## src/rtl/baby_pkg.sv

```systemverilog
// Shared constants and types for the Manchester Baby store dump path.
package baby_pkg;

    localparam int WORD_W       = 32;
    localparam int STORE_DEPTH  = 32;
    localparam int STORE_ADDR_W = $clog2(STORE_DEPTH);
    localparam int BIT_IDX_W    = $clog2(WORD_W);

    typedef enum logic [2:0] {
        IDLE,
        READ,
        LOAD,
        SHIFT,
        FIN
    } dump_state_t;

endpackage

```

## src/rtl/baby_word_serialiser.sv

```systemverilog
// Holds one store word and presents it LSB-first over a valid/ready bit handshake.
module baby_word_serialiser
    import baby_pkg::*;
(
    input  logic                 clk,
    input  logic                 rst_n,
    input  logic                 clear,
    input  logic                 load,
    input  logic [WORD_W-1:0]    load_data,
    input  logic                 active,
    input  logic                 bit_ready,
    output logic                 bit_valid,
    output logic                 bit_data,
    output logic [BIT_IDX_W-1:0] bit_idx,
    output logic                 xfer,
    output logic                 word_end
);

    logic [WORD_W-1:0] shreg;

    assign bit_valid = active;
    assign xfer      = active && bit_ready;
    assign word_end  = xfer && (bit_idx == BIT_IDX_W'(WORD_W - 1));
    // Masked so the data line reads 0 whenever nothing is offered.
    assign bit_data  = active && shreg[0];

    // Shift register and bit position: clear beats load beats shift.
    // NOTE: state is updated with non-blocking assignments so every register samples pre-edge values.
    // NOTE: the shift register is a small datapath register, so it is reset like any other flop.
    always_ff @(posedge clk or negedge rst_n) begin
        if (!rst_n) begin
            shreg   <= '0;
            bit_idx <= '0;
        end else if (clear) begin
            shreg   <= '0;
            bit_idx <= '0;
        end else if (load) begin
            shreg   <= load_data;
            bit_idx <= '0;
        end else if (xfer) begin
            shreg   <= {1'b0, shreg[WORD_W-1:1]};
            bit_idx <= bit_idx + BIT_IDX_W'(1);
        end
    end

endmodule

```

## src/rtl/baby_store_dumper.sv

```systemverilog
// Walks the 32x32 store line by line and streams it out in snapshot order.
module baby_store_dumper
    import baby_pkg::*;
(
    input  logic                    clk,
    input  logic                    rst_n,
    input  logic                    start,
    input  logic                    abort,
    output logic                    busy,
    output logic                    done,
    output logic                    mem_rd_en,
    output logic [STORE_ADDR_W-1:0] mem_addr,
    input  logic [WORD_W-1:0]       mem_rdata,
    output logic                    bit_valid,
    input  logic                    bit_ready,
    output logic                    bit_data,
    output logic [STORE_ADDR_W-1:0] bit_line,
    output logic [BIT_IDX_W-1:0]    bit_idx,
    output logic                    bit_last
);

    dump_state_t             state, state_nxt;
    logic [STORE_ADDR_W-1:0] line, line_nxt;
    logic                    xfer;
    logic                    word_end;
    logic                    final_line;

    assign final_line = (line == STORE_ADDR_W'(STORE_DEPTH - 1));

    // State and line counter registers.
    always_ff @(posedge clk or negedge rst_n) begin
        if (!rst_n) begin
            state <= IDLE;
            line  <= '0;
        end else begin
            state <= state_nxt;
            line  <= line_nxt;
        end
    end

    // Next-state and line sequencing; abort overrides everything, including a same-cycle transfer.
    // NOTE: every signal driven here gets a default first, otherwise a missed branch infers a latch.
    always_comb begin
        state_nxt = state;
        line_nxt  = line;
        if (abort) begin
            state_nxt = IDLE;
            line_nxt  = '0;
        end else begin
            case (state)
                IDLE: begin
                    if (start) begin
                        state_nxt = READ;
                        line_nxt  = '0;
                    end
                end
                READ:  state_nxt = LOAD;
                LOAD:  state_nxt = SHIFT;
                SHIFT: begin
                    if (word_end) begin
                        if (final_line) begin
                            state_nxt = FIN;
                        end else begin
                            state_nxt = READ;
                            line_nxt  = line + STORE_ADDR_W'(1);
                        end
                    end
                end
                FIN: begin
                    state_nxt = IDLE;
                    line_nxt  = '0;
                end
                default: begin
                    state_nxt = IDLE;
                    line_nxt  = '0;
                end
            endcase
        end
    end

    // Status and store read port decode straight from the state register.
    assign busy      = (state == READ) || (state == LOAD) || (state == SHIFT);
    assign done      = (state == FIN);
    assign mem_rd_en = (state == READ);
    assign mem_addr  = line;
    assign bit_line  = line;
    assign bit_last  = bit_valid && final_line && (bit_idx == BIT_IDX_W'(WORD_W - 1));

    baby_word_serialiser u_serialiser (
        .clk       (clk),
        .rst_n     (rst_n),
        .clear     (abort),
        .load      (state == LOAD),
        .load_data (mem_rdata),
        .active    (state == SHIFT),
        .bit_ready (bit_ready),
        .bit_valid (bit_valid),
        .bit_data  (bit_data),
        .bit_idx   (bit_idx),
        .xfer      (xfer),
        .word_end  (word_end)
    );

endmodule
```

## config.mk

```make
export PLATFORM = sky130hd
export DESIGN_NAME = baby_store_dumper
export DESIGN_NICKNAME = d
export VERILOG_FILES = /design/src/rtl/baby_pkg.sv /design/src/rtl/baby_word_serialiser.sv /design/src/rtl/baby_store_dumper.sv
export SDC_FILE = /design/constraint.sdc
export NUM_CORES = 1
export LEC_CHECK = 0
export CAP_MARGIN = 20
export CORE_UTILIZATION = 35
export CTS_BUF_LIST = sky130_fd_sc_hd__clkbuf_8
export CTS_CLUSTER_DIAMETER = 30
export DETAILED_ROUTE_END_ITERATION = 12
export GPL_TIMING_DRIVEN = 0
export PLACE_DENSITY = 0.69
export SETUP_SLACK_MARGIN = 0.1
export SLEW_MARGIN = 15
export SYNTH_ARGS = -nofsm -noshare
export SYNTH_HDL_FRONTEND = slang
export SYNTH_HIERARCHICAL = 1
export SYNTH_SLANG_ARGS = --single-unit
```

## constraint.sdc

```tcl
create_clock -name clk -period 3.05 [get_ports clk]
set_input_delay 0.4575 -clock clk [delete_from_list [all_inputs] [get_ports clk]]
set_output_delay 0.4575 -clock clk [all_outputs]
set_load 0.005 [all_outputs]
```

==> impl_metrics.csv, run 1 <==
group,metric,value,unit
synthesis,synthAdderAreaFrac,1.99,%
pwr,switching_share,24.4,%
timing,tns,0,ps
floorplan,die-width,86.8,µm
grt,antenna_found_initial,0,
pwr,internal_power,1020,µW
pwr,peakVddDrop,171,µV
synthesis,synth-edff-count,0,
clocking,path_clk_slew,90,ps
timing,hold_viol,0,
floorplan,die_area,7530,µm²
clocking,cts_buffers,5,
synthesis,synth_top_area_share,44.8,%
pwr,power_density,404,nW/µm²
setup_path,worst_path_largest_cell_delay,500,ps
drt,drtPass1Iterations,4,
clocking,worst_skew_pair.late_latency,300,ps
synthesis,netlist_area,2520,µm²
synthesis,muxShareOfSynthArea,0.597,%
clocking,cts_tree,"built",
clocking,h-tree-depth,2,
setup_path,crit_required,2590,ps
clocking,cts_buffer_depth,2,
final_layout,layoutNonFillerInstCount,425,
final_layout,multiInputGateArea,1220,µm²
timing,tightestPinTransition,528,ps
timing,max_freq,368,MHz
grt,grt_pass1_vias,2188,
setup_path,slowest_stage,"clkdlybuf4s50_1",
synthesis,synthTopCellsByCount,"dfrtp_1 (45), and3_1 (34), nor2b_1 (33), nor3_1 (32), a211oi_1 (31)",
final_layout,drive_gt1_share,11.9,%
synthesis,synth_xor_area_share,0.696,%
floorplan,die_h,86.8,µm
synthesis,synth_top_area_cell,"dfrtp_1",
setup_path,cp_data_arrival_time,2260,ps
synthesis,synthCells,263,
synthesis,avgSynthCellArea,9.57,µm²
final_layout,insertedDiodeCount,0,
timing,max_slew_margin,64.6,%
pwr,leakage,0.00151,µW
placed_design,io_buffers,57,
clocking,cts_root_buf,"clkbuf_8",
synthesis,synth-seq-area-share,44.8,%
floorplan,core,6870,µm²
timing,rsz0062_at_grt,"no",
pwr,p_clk_share,34.5,%
synthesis,synth_top_family_by_area,"simple AND/OR/NAND/NOR gates",
drt,vias_per_cell,5.06,
drt,drcViolationCount,0,
clocking,post-cts-setup-buffers,0,
floorplan,rows,30,
drt,wirelength,5850,µm
setup_path,regToRegEndpoint,"bit_line[3]",
setup_path,critPathLaunchType,"register",
setup_path,ff2ff_setup_slack,690,ps
placed_design,routabilityCongestion,0.765,
floorplan,ios,58,
setup_path,r2r-start,"state[0]",
setup_path,crit_family,"buffers and inverters",
setup_path,path_max_fanout,10,
drt,drtIter0Drc,115,
setup_path,critPathKind,"reg2out",
synthesis,async_reset_ff_share,100,%
timing,period_share,89.2,%
hold_path,min_path_type,"in2async",
synthesis,ys_types,39,
placed_design,hpwl,4160,µm
synthesis,synth_fp_nets,304,
setup_path,path_buf_inv,3,
grt,grt_pass1_wl,10100,µm
pwr,switching_power,330,µW
synthesis,yosys-top-cells-area,"dfrtp_1 (45%), a211oi_1 (9.2%), and3_1 (8.5%)",
timing,skew,11.5,ps
drt,antenna_left,0,
timing,finalCriticalPeriod,2720,ps
clocking,cts.sinks,45,
final_layout,area_growth,32.7,%
timing,setup_viol,0,
synthesis,synth_simple_gate_area_share,33.1,%
floorplan,start_util,36.6,%
final_layout,num-fill-cells,708,
outcome,outcome,"complete, no violations",
setup_path,path_cells,"buf_4 -> nand2_1 -> nor2_1 -> buf_2 -> and2_1 -> clkdlybuf4s50_1",
clocking,ctsResizeCount,0,
grt,grt_max_degree,27,
pwr,seqPwrFrac,48.5,%
synthesis,synth_compound_area_share,12.2,%
run,drv_cap,0,
drt,vias,2149,
synthesis,yosysMostFrequentCell,"dfrtp_1",
drt,routedWlPerCell,13.8,µm
setup_path,reg2reg_depth,8,
timing,slew_violations,0,
setup_path,critPathCaptureType,"primary output",
synthesis,synth-main-ff-cell,"dfrtp_1",
pwr,power_frac_comb,17.0,%
final_layout,ff_latch_area,1130,µm²
synthesis,synth_seq_cells,45,
placed_design,numPlacedInstances,417,
clocking,cts_hold_buffers,0,
synthesis,yosys_warnings,6,
grt,overflow,0,
final_layout,nets,369,
grt,grt_use_total,17.2,%
stage by stage:
step / utilization (%) / worst slack, ps / area [µm²] / hold WS, ps / power (µW)
floorplan: - / 1110 / 2520 / 162 / 789
global placement: 46.7 / 271 / 3210 / 543 / 888
detailed placement: 46.9 / 684 / 3220 / 456 / 896
CTS: 48.6 / 338 / 3340 / 126 / 1370
global route: 48.6 / 223 / 3340 / 135 / 1420
finish: 48.6 / 331 / 3340 / 106 / 1350
worst max-delay path by stage:
stage / startpoint / end / slack, ps / cells past startpoint
floorplan: state[0] / bit_line[3] / 1110 / 8
global placement: rst_n / u_serialiser/shreg[25] / 270 / 1
detailed placement: state[0] / bit_data / 680 / 6
CTS: state[0] / bit_data / 340 / 6
global route: state[0] / bit_data / 220 / 6
finish: state[0] / bit_data / 330 / 6
routing by layer:
metal  routed length, µm  GRT usage (%)  vias up
li1                    -              -     1073
met1                2700           22.1     1024
met2                2900           28.8       46
met3                 186           3.81        6
met4                  62           5.00        0
met5                   0              0        -
final cells by class:
type / count / share of cell area [%]
inverters: 1 / 0.112
plain buffers: 29 / 4.91
clock buffers: 6 / 2.47
multi-input cells: 188 / 36.6
well taps: 96 / 3.60
clock inverters: 2 / 1.01
repair buffers: 58 / 17.5
flip-flops and latches: 45 / 33.7
layout by cell type (no fill, tap or decap), drive strengths merged, types with 5 or more instances in the layout:
cell	instances
nor2	7
a211oi	31
nand2	7
clkdlybuf4s50	56
nor2b	33
clkbuf	18
nand3	7
and3	35
a21oi	5
nor3	32
buf	19
dfrtp	45
kinds of logic after synthesis:
family,count (synthesis)
AND/OR/NAND/NOR,139
flip-flops,45
AO/OA/AOI/OAI,42
buffers and inverters,30
adder cells (fa/ha/maj),4
XOR/XNOR,2
multiplexers,1
registers in the layout, indices dropped and copies added, names as in the netlist:
| register | flops |
|---|---|
| u_serialiser/shreg | 32 |
| bit_line | 5 |
| u_serialiser/bit_idx | 5 |
| state | 3 |
power groups by stage:
stage | clock network (µW) | registers (µW) | logic [µW]
after floorplan | 0 | 659 | 130
after global placement | 0 | 663 | 225
after detailed placement | 0 | 665 | 232
after CTS | 480 | 653 | 232
after global routing | 505 | 659 | 256
final | 465 | 654 | 229
(Power assumes the default switching activity.)
==> inputs of run 2 (changes only) <==
--- a/config.mk
+++ b/config.mk
@@ -6,12 +6,12 @@
 export NUM_CORES = 1
 export LEC_CHECK = 0
 export CAP_MARGIN = 20
-export CORE_UTILIZATION = 35
+export CORE_UTILIZATION = 25
 export CTS_BUF_LIST = sky130_fd_sc_hd__clkbuf_8
 export CTS_CLUSTER_DIAMETER = 30
 export DETAILED_ROUTE_END_ITERATION = 12
 export GPL_TIMING_DRIVEN = 0
-export PLACE_DENSITY = 0.69
+export PLACE_DENSITY = 0.56
 export SETUP_SLACK_MARGIN = 0.1
 export SLEW_MARGIN = 15
 export SYNTH_ARGS = -nofsm -noshare
==> run 2 against run 1 <==
  * Sequential share of layout area shrank 0.50 points
  * Clock power grew 3%
  * Clock skew shrank 3.4 ps
  * Critical endpoint unchanged
  * Largest power group unchanged
==> impl_metrics.csv, run 2 (synthesis results as in run 1) <==
group,metric,value,unit
timing,setup_viol,0,
clocking,path_clk_slew,90,ps
floorplan,start_util,25.7,%
setup_path,path_max_fanout,10,
setup_path,critPathLaunchType,"register",
clocking,cts.sinks,45,
pwr,power_frac_comb,16.9,%
placed_design,hpwl,4390,µm
drt,vias_per_cell,4.61,
final_layout,final_core_util,34.7,%
hold_path,min_path_type,"in2async",
final_layout,layoutNonFillerInstCount,462,
final_layout,top_register,"u_serialiser/shreg",
clocking,h-tree-depth,2,
clocking,ctsResizeCount,0,
pwr,switching_power,340,µW
setup_path,reg2reg_depth,8,
final_layout,insertedDiodeCount,0,
outcome,outcome,"complete, no violations",
timing,skew,8.10,ps
placed_design,io_buffers,57,
timing,hold_viol,0,
pwr,peakVddDrop,166,µV
placed_design,routabilityCongestion,0.797,
pwr,seqPwrFrac,47.9,%
floorplan,core,9770,µm²
timing,rsz0062_at_grt,"no",
grt,antenna_found_initial,0,
floorplan,ios,58,
placed_design,numPlacedInstances,454,
pwr,p_clk_share,35.1,%
floorplan,die_area,10500,µm²
final_layout,largest_reg_flops,32,
grt,grt_pass1_vias,2177,
timing,tightestPinTransition,537,ps
final_layout,final_cell_mix,"clkdlybuf4s50_1 (56), dfrtp_1 (45), and3_1 (34), nor2b_1 (33), nor3_1 (32)",
clocking,worst_skew_pair.late_latency,300,ps
grt,grt.busiest_layer,"met2",
clocking,post-cts-setup-buffers,0,
run,drv_cap,0,
clocking,cts_hold_buffers,0,
floorplan,rows,36,
pwr,switching_share,25.0,%
timing,period_share,89.4,%
grt,met2_usage,20.5,%
drt,drtIter0Drc,105,
timing,slew_violations,0,
drt,drcViolationCount,0,
timing,max_slew_margin,64.1,%
final_layout,final_common_cell,"clkdlybuf4s50_1",
clocking,cts_buffers,5,
clocking,cts_tree,"built",
setup_path,critPathKind,"reg2out",
drt,wirelength,6200,µm
grt,overflow,0,
final_layout,area_growth,34.7,%
clocking,cts_buffer_depth,2,
setup_path,crit_required,2590,ps
setup_path,critPathCaptureType,"primary output",
pwr,leakage,0.00151,µW
floorplan,die_h,102,µm
final_layout,drive_gt1_share,12.2,%
drt,routedWlPerCell,13.4,µm
setup_path,cp_data_arrival_time,2270,ps
grt,grt_max_degree,26,
clocking,cts_root_buf,"clkbuf_8",
floorplan,die-width,102,µm
grt,grt_use_total,12.4,%
timing,finalCriticalPeriod,2730,ps
drt,drtPass1Iterations,4,
pwr,internal_power,1020,µW
drt,antenna_left,0,
pwr,power_density,402,nW/µm²
grt,met3_usage,2.87,%
timing,tns,0,ps
grt,grt_pass1_wl,10100,µm
final_layout,nets,369,
drt,vias,2128,
grt,met1_usage,16.1,%
timing,max_freq,367,MHz
run 2: changes by cell type in the layout (fill, tap and decap cells not counted), sizes merged:
cell      change
clkinvlp      +1
inv           -1
run 2: final cells by class:
| type | instances | area (µm²) |
|---|---|---|
| Buffer | 29 | 164 |
| Clock buffer | 6 | 82.6 |
| Clock inverter | 2 | 37.5 |
| Fill cell | 1038 | 6390 |
| Inverter | 1 | 3.75 |
| Multi-Input combinational cell | 188 | 1220 |
| Sequential cell | 45 | 1130 |
| Tap cell | 133 | 166 |
| Timing Repair Buffer | 58 | 586 |
run 2: power groups by stage:
stage	combinational (µW)	clock (µW)	sequential (µW)
2_1_floorplan	130	0	659
6_report	230	478	653
3_5_place_dp	234	0	664
3_3_place_gp	228	0	663
4_1_cts	235	492	652
5_1_grt	256	524	657
run 2: routing by layer:
layer / vias up / wire (µm)
met4: 0 / 54
met3: 4 / 265
li1: 1074 / -
met2: 42 / 2870
met5: - / 0
met1: 1008 / 3010
run 2: stage by stage:
| stage | area, µm² | total power, µW | worst slack [ps] | hold WS (ps) |
|---|---|---|---|---|
| global placement | 3250 | 891 | 200 | 550 |
| floorplan | 2520 | 789 | 1110 | 162 |
| detailed placement | 3270 | 898 | 632 | 457 |
| CTS | 3390 | 1380 | 305 | 117 |
| global route | 3390 | 1440 | 185 | 129 |
| finish | 3390 | 1360 | 324 | 107 |
run 2: final timing paths:
kind	from	to	slack [ps]
worst min-delay path	rst_n	u_serialiser/shreg[14]	110
worst max register to register	state[0]	bit_line[3]	690
min in group clk	state[2]	state[0]	560
max in group asynchronous	rst_n	u_serialiser/shreg[20]	2430
worst max-delay path	state[0]	bit_data	320
worst min register to register	state[2]	state[0]	560
run 2: worst max-delay path, stage by stage (launching register included):
cell	delay [ps]
dfrtp_1	360
buf_4	160
nand2_1	60
nor2_1	410
buf_2	300
and2_1	180
clkdlybuf4s50_1	500
